===== config.mk =====
export PLATFORM = sky130hd
export DESIGN_NAME = i2s_audio_in
export DESIGN_NICKNAME = d
export VERILOG_FILES = /design/src/rtl/i2s_pkg.sv /design/src/rtl/i2s_sync_edge.sv /design/src/rtl/i2s_audio_in.sv
export SDC_FILE = /design/constraint.sdc
export NUM_CORES = 1
export LEC_CHECK = 0
export BUFFER_PORTS_ARGS = -buffer_cell sky130_fd_sc_hd__clkbuf_2
export CORE_MARGIN = 5
export CORE_UTILIZATION = 31
export CTS_CLUSTER_SIZE = 20
export DETAILED_ROUTE_END_ITERATION = 7
export PLACE_DENSITY_LB_ADDON = 0.08
export RECOVER_POWER = 100
export SYNTH_ARGS = -nofsm -noshare
export SYNTH_HDL_FRONTEND = slang
export SYNTH_SLANG_ARGS = --single-unit

===== constraint.sdc =====
create_clock -name clk -period 2.05 [get_ports clk]
set_input_delay 0.41 -clock clk [delete_from_list [all_inputs] [get_ports clk]]
set_output_delay 0.41 -clock clk [all_outputs]
set_load 0.05 [all_outputs]

===== src/rtl/i2s_pkg.sv =====
// Shared definitions for the I2S receive path: synchronizer depth, FSM states
// and the bit counter sizing helper.
package i2s_pkg;

  localparam int sync_stages = 2;

  typedef enum logic [1:0] {
    WAIT_SYNC,
    CAPTURE,
    SKIP
  } i2s_rx_state_t;

  // bit_cnt must be able to hold w_sample itself, not just w_sample-1
  function automatic int bit_cnt_width(input int w_sample);
    return $clog2(w_sample + 1);
  endfunction

endpackage


===== src/rtl/i2s_sync_edge.sv =====
// Multi-flop synchronizer for a group of async pins; the edge_i pin also gets
// an extra flop and a rising-edge strobe aligned with the synchronized data.
module i2s_sync_edge
  import i2s_pkg::*;
#(
  parameter int stages = sync_stages,
  parameter int width  = 2
) (
  input  logic             clk,
  input  logic             rst,
  input  logic             edge_i,
  input  logic [width-1:0] data_i,
  output logic [width-1:0] data_o,
  output logic             rise_o
);

  // bit 0 carries edge_i so that all pins see identical synchronizer delay
  logic [stages-1:0][width:0] sync_q;
  logic                       edge_q;

  always_ff @(posedge clk) begin
    if (rst) begin
      sync_q <= '0;
      edge_q <= 1'b0;
    end else begin
      sync_q <= {sync_q[stages-2:0], {data_i, edge_i}};
      edge_q <= sync_q[stages-1][0];
    end
  end

  assign data_o = sync_q[stages-1][width:1];
  assign rise_o = sync_q[stages-1][0] & ~edge_q;

endmodule


===== src/rtl/i2s_audio_in.sv =====
// I2S receiver: oversamples bclk/lrclk/sdata in the clk domain, deserializes
// left and right words and presents them as one stereo sample with valid.
module i2s_audio_in
  import i2s_pkg::*;
#(
  parameter int clk_mhz  = 50,
  parameter int w_sample = 16
) (
  input  logic                clk,
  input  logic                rst,
  input  logic                bclk,
  input  logic                lrclk,
  input  logic                sdata,
  output logic [w_sample-1:0] left,
  output logic [w_sample-1:0] right,
  output logic                valid
);

  localparam int                cnt_w    = bit_cnt_width(w_sample);
  localparam logic [cnt_w-1:0]  last_cnt = cnt_w'(w_sample - 1);

  if (clk_mhz < 4 || w_sample < 2) begin : g_param_check
    $error("i2s_audio_in: clk_mhz must be >= 4 and w_sample >= 2");
  end

  logic       rise;
  logic [1:0] pins_s;
  logic       lr_s;
  logic       sd_s;

  i2s_sync_edge #(
    .stages(sync_stages),
    .width (2)
  ) u_sync (
    .clk   (clk),
    .rst   (rst),
    .edge_i(bclk),
    .data_i({sdata, lrclk}),
    .data_o(pins_s),
    .rise_o(rise)
  );

  assign lr_s = pins_s[0];
  assign sd_s = pins_s[1];

  i2s_rx_state_t       state_q, state_d;
  logic [cnt_w-1:0]    bit_cnt_q, bit_cnt_d;
  logic                chan_q, chan_d;
  logic                lr_prev_q, lr_prev_d;
  logic                seen_q, seen_d;
  logic [w_sample-1:0] shreg_q, shreg_d;
  logic [w_sample-1:0] left_hold_q, left_hold_d;
  logic                left_ok_q, left_ok_d;
  logic [w_sample-1:0] left_q, left_d;
  logic [w_sample-1:0] right_q, right_d;
  logic                valid_q, valid_d;

  logic [w_sample-1:0] shift_val;
  logic                lr_chg;

  assign shift_val = {shreg_q[w_sample-2:0], sd_s};
  // seen_q keeps the reset value of the synchronizer from faking a transition
  assign lr_chg    = seen_q & (lr_s != lr_prev_q);

  always_comb begin
    state_d     = state_q;
    bit_cnt_d   = bit_cnt_q;
    chan_d      = chan_q;
    lr_prev_d   = lr_prev_q;
    seen_d      = seen_q;
    shreg_d     = shreg_q;
    left_hold_d = left_hold_q;
    left_ok_d   = left_ok_q;
    left_d      = left_q;
    right_d     = right_q;
    valid_d     = 1'b0;

    if (rise) begin
      lr_prev_d = lr_s;
      seen_d    = 1'b1;
      if (lr_chg) begin
        // a left slot cut short breaks the pairing with the following right
        if (state_q == CAPTURE && !chan_q) begin
          left_ok_d = 1'b0;
        end
        state_d   = CAPTURE;
        bit_cnt_d = '0;
        chan_d    = lr_s;
      end else if (state_q == CAPTURE) begin
        shreg_d   = shift_val;
        bit_cnt_d = bit_cnt_q + 1'b1;
        if (bit_cnt_q == last_cnt) begin
          state_d = SKIP;
          if (!chan_q) begin
            left_hold_d = shift_val;
            left_ok_d   = 1'b1;
          end else if (left_ok_q) begin
            left_d    = left_hold_q;
            right_d   = shift_val;
            valid_d   = 1'b1;
            left_ok_d = 1'b0;
          end
        end
      end
    end
  end

  always_ff @(posedge clk) begin
    if (rst) begin
      state_q     <= WAIT_SYNC;
      bit_cnt_q   <= '0;
      chan_q      <= 1'b0;
      lr_prev_q   <= 1'b0;
      seen_q      <= 1'b0;
      shreg_q     <= '0;
      left_hold_q <= '0;
      left_ok_q   <= 1'b0;
      left_q      <= '0;
      right_q     <= '0;
      valid_q     <= 1'b0;
    end else begin
      state_q     <= state_d;
      bit_cnt_q   <= bit_cnt_d;
      chan_q      <= chan_d;
      lr_prev_q   <= lr_prev_d;
      seen_q      <= seen_d;
      shreg_q     <= shreg_d;
      left_hold_q <= left_hold_d;
      left_ok_q   <= left_ok_d;
      left_q      <= left_d;
      right_q     <= right_d;
      valid_q     <= valid_d;
    end
  end

  assign left  = left_q;
  assign right = right_q;
  assign valid = valid_q;

endmodule


# Word-level counts from Yosys, hierarchy flattened
# Index checks and enable logic that the tools add are counted.
[totals]
out_inout_bits = 33
register_bits = 82
elab_cells = 50
inputBits = 5
[op_classes]
mux = 11
reduce_logical = 12
n_addsub = 1
bitwise_logic = 8
n_eq_ne = 4
[ops]
columns = ["cell", "count"]
rows = [
  ["$mux W5", 2],
  ["$mux W1", 6],
  ["$mux W2", 3],
  ["$not A1 Y1", 6],
  ["$reduce_and A3 Y1", 2],
  ["$reduce_and A6 Y1", 1],
  ["$reduce_or A6 Y1", 1],
  ["$add A5 B1 Y5 const B", 1],
  ["$eq A5 B4 Y1 const B", 1],
  ["$reduce_and A5 Y1", 1],
  ["$reduce_and A2 Y1", 2],
  ["$reduce_and A4 Y1", 1],
  ["$reduce_bool A2 Y1", 2],
  ["$and A1 B1 Y1", 2],
  ["$eq A2 B1 Y1 const B", 1],
  ["$ne A2 B1 Y1 const B", 1],
  ["$logic_and A1 B1 Y1", 1],
  ["$logic_not A1 Y1", 1],
  ["$ne A1 B1 Y1", 1],
]

# Depth between registers and ports, before layout
# Gate-level depths: netlist of the first run.
[logic_depth]
word_depth = 4
depth_mapped = 8
mapped_depth_nobuf = 7

# Modules after synthesis
# A second synthesis of the first run with hierarchy kept.
[hier_totals]
hier_cells = 291
area_unflattened_um2 = 3129.3
[by_module_without_submodules]
columns = ["module", "seq_area_each_um2", "n_inst", "area_each_um2", "cells_each"]
rows = [
  ["i2s_audio_in", 1501.4, 1, 2924.1, 274],
  ["i2s_sync_edge", 140.1, 1, 205.2, 17],
]

# Least setup slack after synthesis of the first run
# OpenSTA, ideal clock, no wires.
[synth_path]
path_type = "reg-to-reg"
startpoint = "reg bit_cnt_q[0]"
endpoint = "reg left_q[11] (netlist: left[11])"
t_required_ps = 1922
setup_time_ps = 128
path_stages_with_launch = 9
arrival_ps = 1742
path_buffers = 1
period_less_slack_ps = 1869
setup_slack_ps = 181
path_cell_list = "dfxtp_1 ha_1 and3_1 ha_1 nand3_1 a211oi_4 buf_6 mux2i_1 nor2_1"
[synth_via]
elab_chain_len = 2
[synth_rtl]
columns = ["element", "line", "rtl"]
rows = [
  ["start: declaration", "i2s_audio_in.sv:47", "logic [cnt_w-1:0] bit_cnt_q, bit_cnt_d;"],
  ["start signal: assignment", "i2s_audio_in.sv:123", "bit_cnt_q <= bit_cnt_d;"],
  ["$eq A5 B4 Y1", "i2s_audio_in.sv:92", "if (bit_cnt_q == last_cnt) begin"],
  ["$reduce_and A6 Y1 (no line)", "-", ""],
  ["end signal: assignment", "i2s_audio_in.sv:130", "left_q <= left_d;"],
  ["end: declaration", "i2s_audio_in.sv:54", "logic [w_sample-1:0] left_q, left_d;"],
]
# No other way between the ends.
# A chain may end at the register's enable or synchronous reset.

# Worst setup path after layout of the first run
[layout_path]
startpoint = "reg bit_cnt_q[0]"
endpoint = "reg left_q[15] (netlist: left[15])"
# Same word-level chain as after synthesis.

==> results of run 1 <==
## sequential cells by signal, summed over array words and instances (netlist names)
name	flops
bit_cnt_q	5
chan_q	1
left	16
left_hold_q	16
left_ok_q	1
lr_prev_q	1
right	16
seen_q	1
shreg_q	15
state_q	2
u_sync.data_o	2
u_sync.edge_q	1
u_sync.sync_q	4
valid	1
## power groups by stage
| stage | logic [W] | clock network, W | registers [W] |
|---|---|---|---|
| global placement | 0.0000655 | 0 | 0.00164 |
| detailed placement | 0.0000650 | 0 | 0.00164 |
| finish | 0.0000625 | 0.00107 | 0.00161 |
| CTS | 0.0000650 | 0.00112 | 0.00161 |
| floorplan | 0.0000429 | 0 | 0.00164 |
| global route | 0.0000704 | 0.00118 | 0.00161 |
## cells in the final DEF (no fill, tap or decap), types with 2 or more instances in the layout
cell        instances
nand3b_1            2
clkbuf_2           32
a2bb2oi_1           2
dfxtp_2             2
clkbuf_16           2
buf_4               8
inv_6               2
ha_1                2
a311oi_1            2
a21oi_1            17
clkbuf_8            9
dfxtp_1            80
nand2_1            34
clkinvlp_4          3
inv_1               3
nor2b_1             8
nand3_1             3
a31oi_1             4
nor2_1             55
mux2i_1            49
clkbuf_1            7
buf_12              2
## critical path, stage by stage (launching register included)
cell and delay, ps:
dfxtp_2 350, ha_1 190, and3_4 200, ha_2 190, nand3_2 110, a211oi_4 250, buf_6 170, clkbuf_16 170
mux2i_1 180, nor2_1 50
## through the flow
stage | area [um2] | hold WS, ps
floorplan | 3030 | 414
global placement | 3350 | 420
detailed placement | 3350 | 422
CTS | 3530 | 257
global route | 3620 | 273
finish | 3620 | 263
## final cells by class
| type | count | area share (%) |
|---|---|---|
| Clock buffer | 10 | 3.52 |
| Clock inverter | 6 | 1.35 |
| Inverter | 3 | 0.311 |
| Multi-Input combinational cell | 196 | 34.9 |
| Sequential cell | 82 | 45.4 |
| Tap cell | 133 | 4.59 |
| Timing Repair Buffer | 52 | 9.91 |
## cells by family after synthesis
| family | synth area share (%) |
|---|---|
| buffers and inverters | 4.63 |
| flip-flops | 54.2 |
| multiplexers | 16.5 |
| AO/OA/AOI/OAI | 7.36 |
| AND/OR/NAND/NOR | 15.2 |
| XOR/XNOR | 0.827 |
| adder cells (fa/ha/maj) | 1.24 |
## metal layers
metal | up-vias | global-route usage, %
li1 | 1105 | -
met1 | 977 | 15.3
met2 | 34 | 15.7
met3 | 13 | 2.72
met4 | 0 | 6.22
met5 | - | 0
## worst min path at each step
| stage | start | endpoint | slack [ps] | cells after the start |
|---|---|---|---|---|
| after floorplan | u_sync.sync_q[1] | u_sync.data_o[0] | 410 | 1 |
| after global placement | u_sync.sync_q[1] | u_sync.data_o[0] | 420 | 1 |
| after detailed placement | u_sync.sync_q[2] | u_sync.data_o[1] | 420 | 1 |
| after CTS | lrclk | u_sync.sync_q[1] | 260 | 2 |
| after global routing | sdata | u_sync.sync_q[2] | 270 | 2 |
| final | lrclk | u_sync.sync_q[1] | 260 | 2 |
## timing repair
item,CTS,global route
gates resized for setup,0,8
setup endpoints to repair,0,32
setup buffers,0,2
==> impl_metrics.csv, run 1 <==
group,metric,value,unit
detailed_routing,vias,2129,
critical_path,crit_end,"left[15]",
critical_path,critPathLaunch,"bit_cnt_q[0]",
yosys,yosysUniqueCellTypes,33,
pwr,ir_drop,247,uV
pwr,p_clk_share,39.1,%
clocking,clk_pin_slew,80,ps
layout,instances_no_fill,482,
layout,syn_to_final_growth,19.7,%
critical_path,reg2reg_setup_slack,70,ps
detailed_routing,wl_met3,248,um
yosys,syn_inst,300,
worst_hold_path,min_path_type,"in2reg",
die,core_area,9640,um2
critical_path,critPathArrivalTime,2220,ps
critical_path,r2r_cells,9,
timing,setup_viol_count_final,0,
timing,fmax,0.506,GHz
critical_path,r2r-end,"left[15]",
pwr,power_density,756,nW/um2
placement,hpwl,3910,um
yosys,yosysSeqAreaShare,54.2,%
clocking,hold_buffers,0,
layout,drive_above_1_share,20.9,%
yosys,synth_area_leaders,"dfxtp_1 (54%), mux2i_1 (17%), nor2_1 (6.8%)",
timing,period_needed,1980,ps
layout,fillers,1013,
die,row_count,36,
detailed_routing,wl_met1,3370,um
placement,dp.cells,461,
pwr,power,0.00274,W
yosys,synth_edf_count,0,
detailed_routing,dr_wl_met2,2740,um
clocking,cts_tree,"yes",
die,die_area,11800,um2
clocking,h-tree-depth,3,
die,die_h,109,um
critical_path,worst_setup_path_end_kind,"flop",
layout,multiInputGateArea,1270,um2
critical_path,crit_type,"reg2reg",
clocking,cts_made_buffers,9,
yosys,yosysMostFrequentCell,"dfxtp_1",
yosys,synth_nets,308,
clocking,clock_latency,360,ps
pwr,sw_frac_of_total,24.4,%
pwr,leakagePower,1.26,nW
detailed_routing,ant_nets,0,
die,initial_core_util,31.4,%
yosys,synthFlopType,"dfxtp_1",
layout,nets,352,
clocking,cts_sinks,82,
critical_path,r2r_start,"bit_cnt_q[0]",
yosys,yosys.area.top_type,"dfxtp_1",
critical_path,start_kind,"flop",
global_route,grt_pass1_wl,10200,um
global_route,grt_usage,11.1,%
layout,seqCellArea,1640,um2
timing,fin_setup_tns,0,ps
detailed_routing,avgRoutedWirePerCell,13.5,um
layout,antenna_cells,0,
timing,slew_violations,0,
yosys,avgSynthCellArea,10.1,um2
timing,relSlewSlack,58.4,%
placement,post-place-ws,78.0,ps
pwr,p_comb_share,2.3,%
global_route,grt_overflow,0,
yosys,ys_seq_elements,82,
global_route,grt_pass1_vias,2033,
yosys,synth_top_cell_area_share,54.2,%
yosys,ys_top_cells_by_count,"dfxtp_1 (82), nor2_1 (55), mux2i_1 (50), nand2_1 (34), a21oi_1 (18)",
pwr,p_int,0.00207,W
job,maxCapViolCount,0,
clocking,cts-root-buf,"clkbuf_8",
yosys,synthArstFlopShare,0,%
placement,portBuffers,37,
yosys,synth.cell_area,3030,um2
timing,period_share,96.5,%
critical_path,crit_path_max_fanout,8,
pwr,p_seq_share,58.7,%
detailed_routing,drt_iter0_drc,75,
global_route,grt_start_max_net_pins,35,
die,pin_count,38,
clocking,cts_buffer_depth,2,
timing,worst_pin_slew,624,ps
critical_path,critPathRequiredTime,2290,ps
status,status,"complete, no violations",
detailed_routing,vias_per_cell,4.42,
detailed_routing,top_layer,"met4",
placement,place.gp.congestion,0.694,
timing,skew,13.5,ps
yosys,yosys_warnings,0,
die,die_x,109,um
layout,fin_util,37.6,%
detailed_routing,drc,0,
timing,finalWorstSetupSlack,72.3,ps
detailed_routing,drt_first_pass_iters,4,
timing,finalHoldViolCount,0,
pwr,p_sw,0.000668,W
global_route,antenna_found_initial,0,
detailed_routing,routed_wl,6500,um
No activity file was read; power rests on OpenSTA's default activity.
==> inputs of run 2 (changes only) <==
CORE_ASPECT_RATIO = 1.25   (was unset)
CORE_UTILIZATION = 30   (was 31)
TNS_END_PERCENT = 10   (was unset)
==> impl_metrics.csv, run 2 (synthesis results as in run 1) <==
group,metric,value,unit
timing,finalHoldWorstSlack,283,ps
pwr,leakagePower,1.23,nW
timing,fmax,0.518,GHz
timing,period_needed,1930,ps
status,status,"complete, no violations",
timing,finalWorstSetupSlack,121,ps
pwr,p_seq_share,50.7,%
global_route,grt_pass1_wl,10400,um
clocking,cts_sinks,82,
timing,finalHoldViolCount,0,
pwr,p_comb_share,1.9,%
layout,nets,355,
global_route,antenna_found_initial,0,
layout,stdcell_area,3700,um2
worst_hold_path,min_path_type,"in2reg",
placement,postPlaceCellArea,3380,um2
detailed_routing,vias_per_cell,4.47,
die,die_h,122,um
job,maxCapViolCount,0,
clocking,cts_tree,"yes",
die,initial_core_util,30.3,%
die,pin_count,38,
pwr,sw_frac_of_total,21.2,%
die,die_area,12200,um2
clocking,clk_pin_slew,60,ps
global_route,grt_overflow,0,
pwr,p_clk_share,47.4,%
critical_path,critPathArrivalTime,2150,ps
detailed_routing,drt_iter0_drc,104,
timing,setup_viol_count_final,0,
timing,worst_pin_slew,619,ps
critical_path,critPathRequiredTime,2270,ps
critical_path,crit_type,"reg2reg",
layout,multiInputGateArea,1270,um2
pwr,power_density,858,nW/um2
layout,fillers,1040,
global_route,grt_start_max_net_pins,25,
pwr,p_int,0.00250,W
clocking,cts_made_buffers,9,
critical_path,start_kind,"flop",
die,core_area,10000,um2
detailed_routing,avgRoutedWirePerCell,13.7,um
placement,portBuffers,37,
clocking,cts_buffer_depth,2,
pwr,ir_drop,360,uV
die,row_count,41,
layout,antenna_cells,0,
detailed_routing,drc,0,
detailed_routing,routed_wl,6580,um
timing,relSlewSlack,58.9,%
layout,drive_above_1_share,12.8,%
clocking,clock_latency,330,ps
clocking,hold_buffers,0,
clocking,cts-root-buf,"clkbuf_16",
layout,final_cell_mix,"dfxtp_1 (80), nor2_1 (55), mux2i_1 (49)",
global_route,grt_usage,10.9,%
detailed_routing,vias,2151,
critical_path,worst_setup_path_end_kind,"flop",
timing,period_share,94.1,%
clocking,h-tree-depth,3,
placement,post-place-ws,47.5,ps
critical_path,crit_path_max_fanout,11,
layout,final_common_cell,"dfxtp_1",
layout,syn_to_final_growth,22.1,%
timing,skew,4.07,ps
placement,hpwl,4090,um
pwr,p_sw,0.000672,W
timing,slew_violations,0,
layout,seqCellArea,1640,um2
detailed_routing,ant_nets,0,
detailed_routing,drt_first_pass_iters,4,
layout,fin_util,37.0,%
die,die_x,99.9,um
placement,place.gp.congestion,0.689,
global_route,grt_pass1_vias,2089,
==> run 2: cell types whose count changed in the layout (fill, tap and decap cells not counted), moves of 2 or more <==
cell and delta:
clkbuf_1 +30, clkbuf_2 -26, clkbuf_16 +9, clkbuf_8 -7, clkinv_2 +4, clkinvlp_4 -3
buf_4 -2, inv_6 -2
==> run 2: worst paths after layout <==
kind                          from          endpoint  slack (ps)  cells after the start
setup / recovery      bit_cnt_q[0]          left[11]         120                      9
hold / removal                bclk  u_sync.sync_q[0]         280                      2
setup reg to reg      bit_cnt_q[0]          left[11]         120                      9
hold reg to reg   u_sync.sync_q[2]  u_sync.data_o[1]         430                      1
==> run 2: layout make-up <==
class / count / share of cell area (%)
Timing Repair Buffer: 55 / 8.93
Tap cell: 129 / 4.37
Inverter: 3 / 0.305
Clock buffer: 11 / 6.84
Sequential cell: 82 / 44.5
Multi-Input combinational cell: 196 / 34.3
Clock inverter: 5 / 0.778
==> run 2: stage by stage <==
| step | instances | setup TNS, ps | power, W |
|---|---|---|---|
| 6_report | 481 | 0 | 0.00317 |
| 4_1_cts | 477 | 0 | 0.00323 |
| 3_3_place_gp | 461 | 0 | 0.00171 |
| 5_1_grt | 481 | -14.9 | 0.00332 |
| 2_1_floorplan | 300 | 0 | 0.00169 |
| 3_5_place_dp | 461 | 0 | 0.00171 |
==> run 2: power groups by stage <==
stage               clock network (W)  registers, W  logic [W]
floorplan                           0       0.00164  0.0000429
global placement                    0       0.00164  0.0000649
detailed placement                  0       0.00164  0.0000648
CTS                           0.00156       0.00161  0.0000649
global route                  0.00164       0.00161  0.0000692
finish                        0.00150       0.00161  0.0000617
==> run 2: critical path, stage by stage, from the launching register on <==
cell	delay [ps]
dfxtp_2	350
ha_1	180
and3_4	210
ha_4	140
nand3_2	100
a211oi_4	260
buf_4	170
clkbuf_16	170
mux2i_1	180
nor2_1	60
==> run 2: metal layers <==
layer | vias to the layer above | GRT usage, % | wire length, um
met5 | - | 0 | 0
met4 | 0 | 4.36 | 112
met3 | 10 | 4.15 | 333
met2 | 38 | 17.0 | 3040
met1 | 996 | 13.6 | 3100
li1 | 1107 | - | -
==> run 2: repair_timing <==
action / in CTS / in global routing
endpoints found under the setup margin: 0 / 43
gates resized for setup: 0 / 12
hold endpoints to repair: 0 / 0
setup buffers: 0 / 2
==> inputs of run 3 (changes only) <==
BUFFER_PORTS_ARGS = -buffer_cell sky130_fd_sc_hd__buf_2   (was -buffer_cell sky130_fd_sc_hd__clkbuf_2)
CORE_UTILIZATION = 56   (was 30)
==> impl_metrics.csv, run 3 (synthesis results as in run 1) <==
group,metric,value,unit
status,status,"complete, no violations",
layout,fin_util,65.9,%
detailed_routing,drt_first_pass_iters,4,
clocking,clock_latency,340,ps
detailed_routing,routed_wl,5580,um
die,die_h,92.2,um
timing,period_share,96.2,%
layout,drive_above_1_share,12.1,%
worst_hold_path,min_path_type,"in2reg",
layout,final_common_cell,"dfxtp_1",
die,die_x,75.8,um
critical_path,critPathRequiredTime,2280,ps
detailed_routing,ant_nets,0,
timing,worst_pin_slew,618,ps
timing,finalHoldViolCount,0,
critical_path,reg2reg_setup_slack,80,ps
detailed_routing,avgRoutedWirePerCell,13.6,um
die,row_count,30,
job,maxCapViolCount,0,
layout,syn_to_final_growth,16.0,%
critical_path,critPathArrivalTime,2200,ps
placement,place.gp.congestion,0.687,
detailed_routing,drt_iter0_drc,99,
clocking,cts-root-buf,"clkbuf_8",
detailed_routing,vias_per_cell,5.21,
timing,fmax,0.507,GHz
layout,nets,351,
placement,portBuffers,37,
pwr,ir_drop,492,uV
clocking,cts_made_buffers,9,
clocking,cts_buffer_depth,2,
layout,antenna_cells,0,
layout,final_cell_mix,"dfxtp_1 (80), nor2_1 (55), mux2i_1 (49)",
clocking,clk_pin_slew,80,ps
critical_path,crit_path_max_fanout,8,
layout,fillers,463,
timing,fin_setup_tns,0,ps
global_route,grt_pass1_wl,8940,um
die,initial_core_util,56.8,%
timing,skew,7.40,ps
clocking,cts_tree,"yes",
timing,setup_viol_count_final,0,
pwr,leakagePower,1.18,nW
die,die_area,6990,um2
critical_path,crit_type,"reg2reg",
die,pin_count,38,
clocking,h-tree-depth,3,
global_route,grt_start_max_net_pins,39,
timing,finalWorstSetupSlack,77.1,ps
clocking,hold_buffers,0,
detailed_routing,vias,2142,
timing,slew_violations,0,
die,core_area,5330,um2
placement,post-place-ws,48.1,ps
clocking,cts_sinks,82,
critical_path,start_kind,"flop",
global_route,antenna_found_initial,0,
timing,period_needed,1970,ps
global_route,grt_pass1_vias,2036,
timing,relSlewSlack,58.8,%
detailed_routing,drc,0,
global_route,grt_usage,16.4,%
global_route,grt_overflow,0,
placement,hpwl,3440,um
critical_path,worst_setup_path_end_kind,"flop",
pwr,power_density,820,nW/um2
run 3: cell types whose count changed in the layout (fill, tap and decap cells not counted), sizes merged:
cell / delta
clkbuf: -9
buf: +3
clkinvlp: +1
bufinv: +2
clkinv: -2
run 3: repair_timing:
action                     4_1_cts  5_1_grt
setup endpoints to repair        0       32
resized for setup                0        8
hold endpoints to repair         0        0
setup buffers                    0        2
run 3: worst max-delay path: stages (launching register included):
cell and delay, ps:
dfxtp_2 350, ha_2 180, and3_4 190, ha_2 200
nand3_2 120, a211oi_4 230, buf_6 170, buf_6 170
mux2i_1 200, nor2_1 60
run 3: metal layers:
metal | vias to the layer above | global-route usage [%] | part of all wire (%)
li1 | 1092 | - | -
met5 | - | 0 | 0
met2 | 37 | 25.2 | 48
met3 | 7 | 4.82 | 4.2
met4 | 0 | 7.43 | 1.5
met1 | 1006 | 20.8 | 46
run 3: layout make-up:
cell class              instances  area, um2  area share [%]
repair buffers                 51        309            8.80
multi-input cells             196       1260            35.9
flip-flops and latches         82       1640            46.8
well taps                      64       80.1            2.28
clock inverters                 6       82.6            2.35
inverters                       3       11.3           0.321
clock buffers                   9        124            3.53
run 3: worst paths after layout:
check | startpoint | endpoint | cells past startpoint
worst min-delay path | bclk | u_sync.sync_q[0] | 2
worst min register to register | u_sync.sync_q[2] | u_sync.data_o[1] | 1
worst max-delay path | bit_cnt_q[1] | right[15] | 9
worst max register to register | bit_cnt_q[1] | right[15] | 9
run 3: stage by stage:
step	cells	area [um2]	total power, W	hold WS (ps)
6_report	411	3510	0.00288	272
5_1_grt	411	3510	0.00299	277
4_1_cts	406	3480	0.00291	262
3_5_place_dp	391	3270	0.00170	426
3_3_place_gp	391	3270	0.00170	418
2_1_floorplan	300	3030	0.00169	414
run 3: report_power, final:
| part | switching [W] | total [W] | internal [W] |
|---|---|---|---|
| clock network | 0.000539 | 0.00121 | 0.000672 |
| registers | 0.00000677 | 0.00161 | 0.00160 |
| logic | 0.0000389 | 0.0000603 | 0.0000213 |
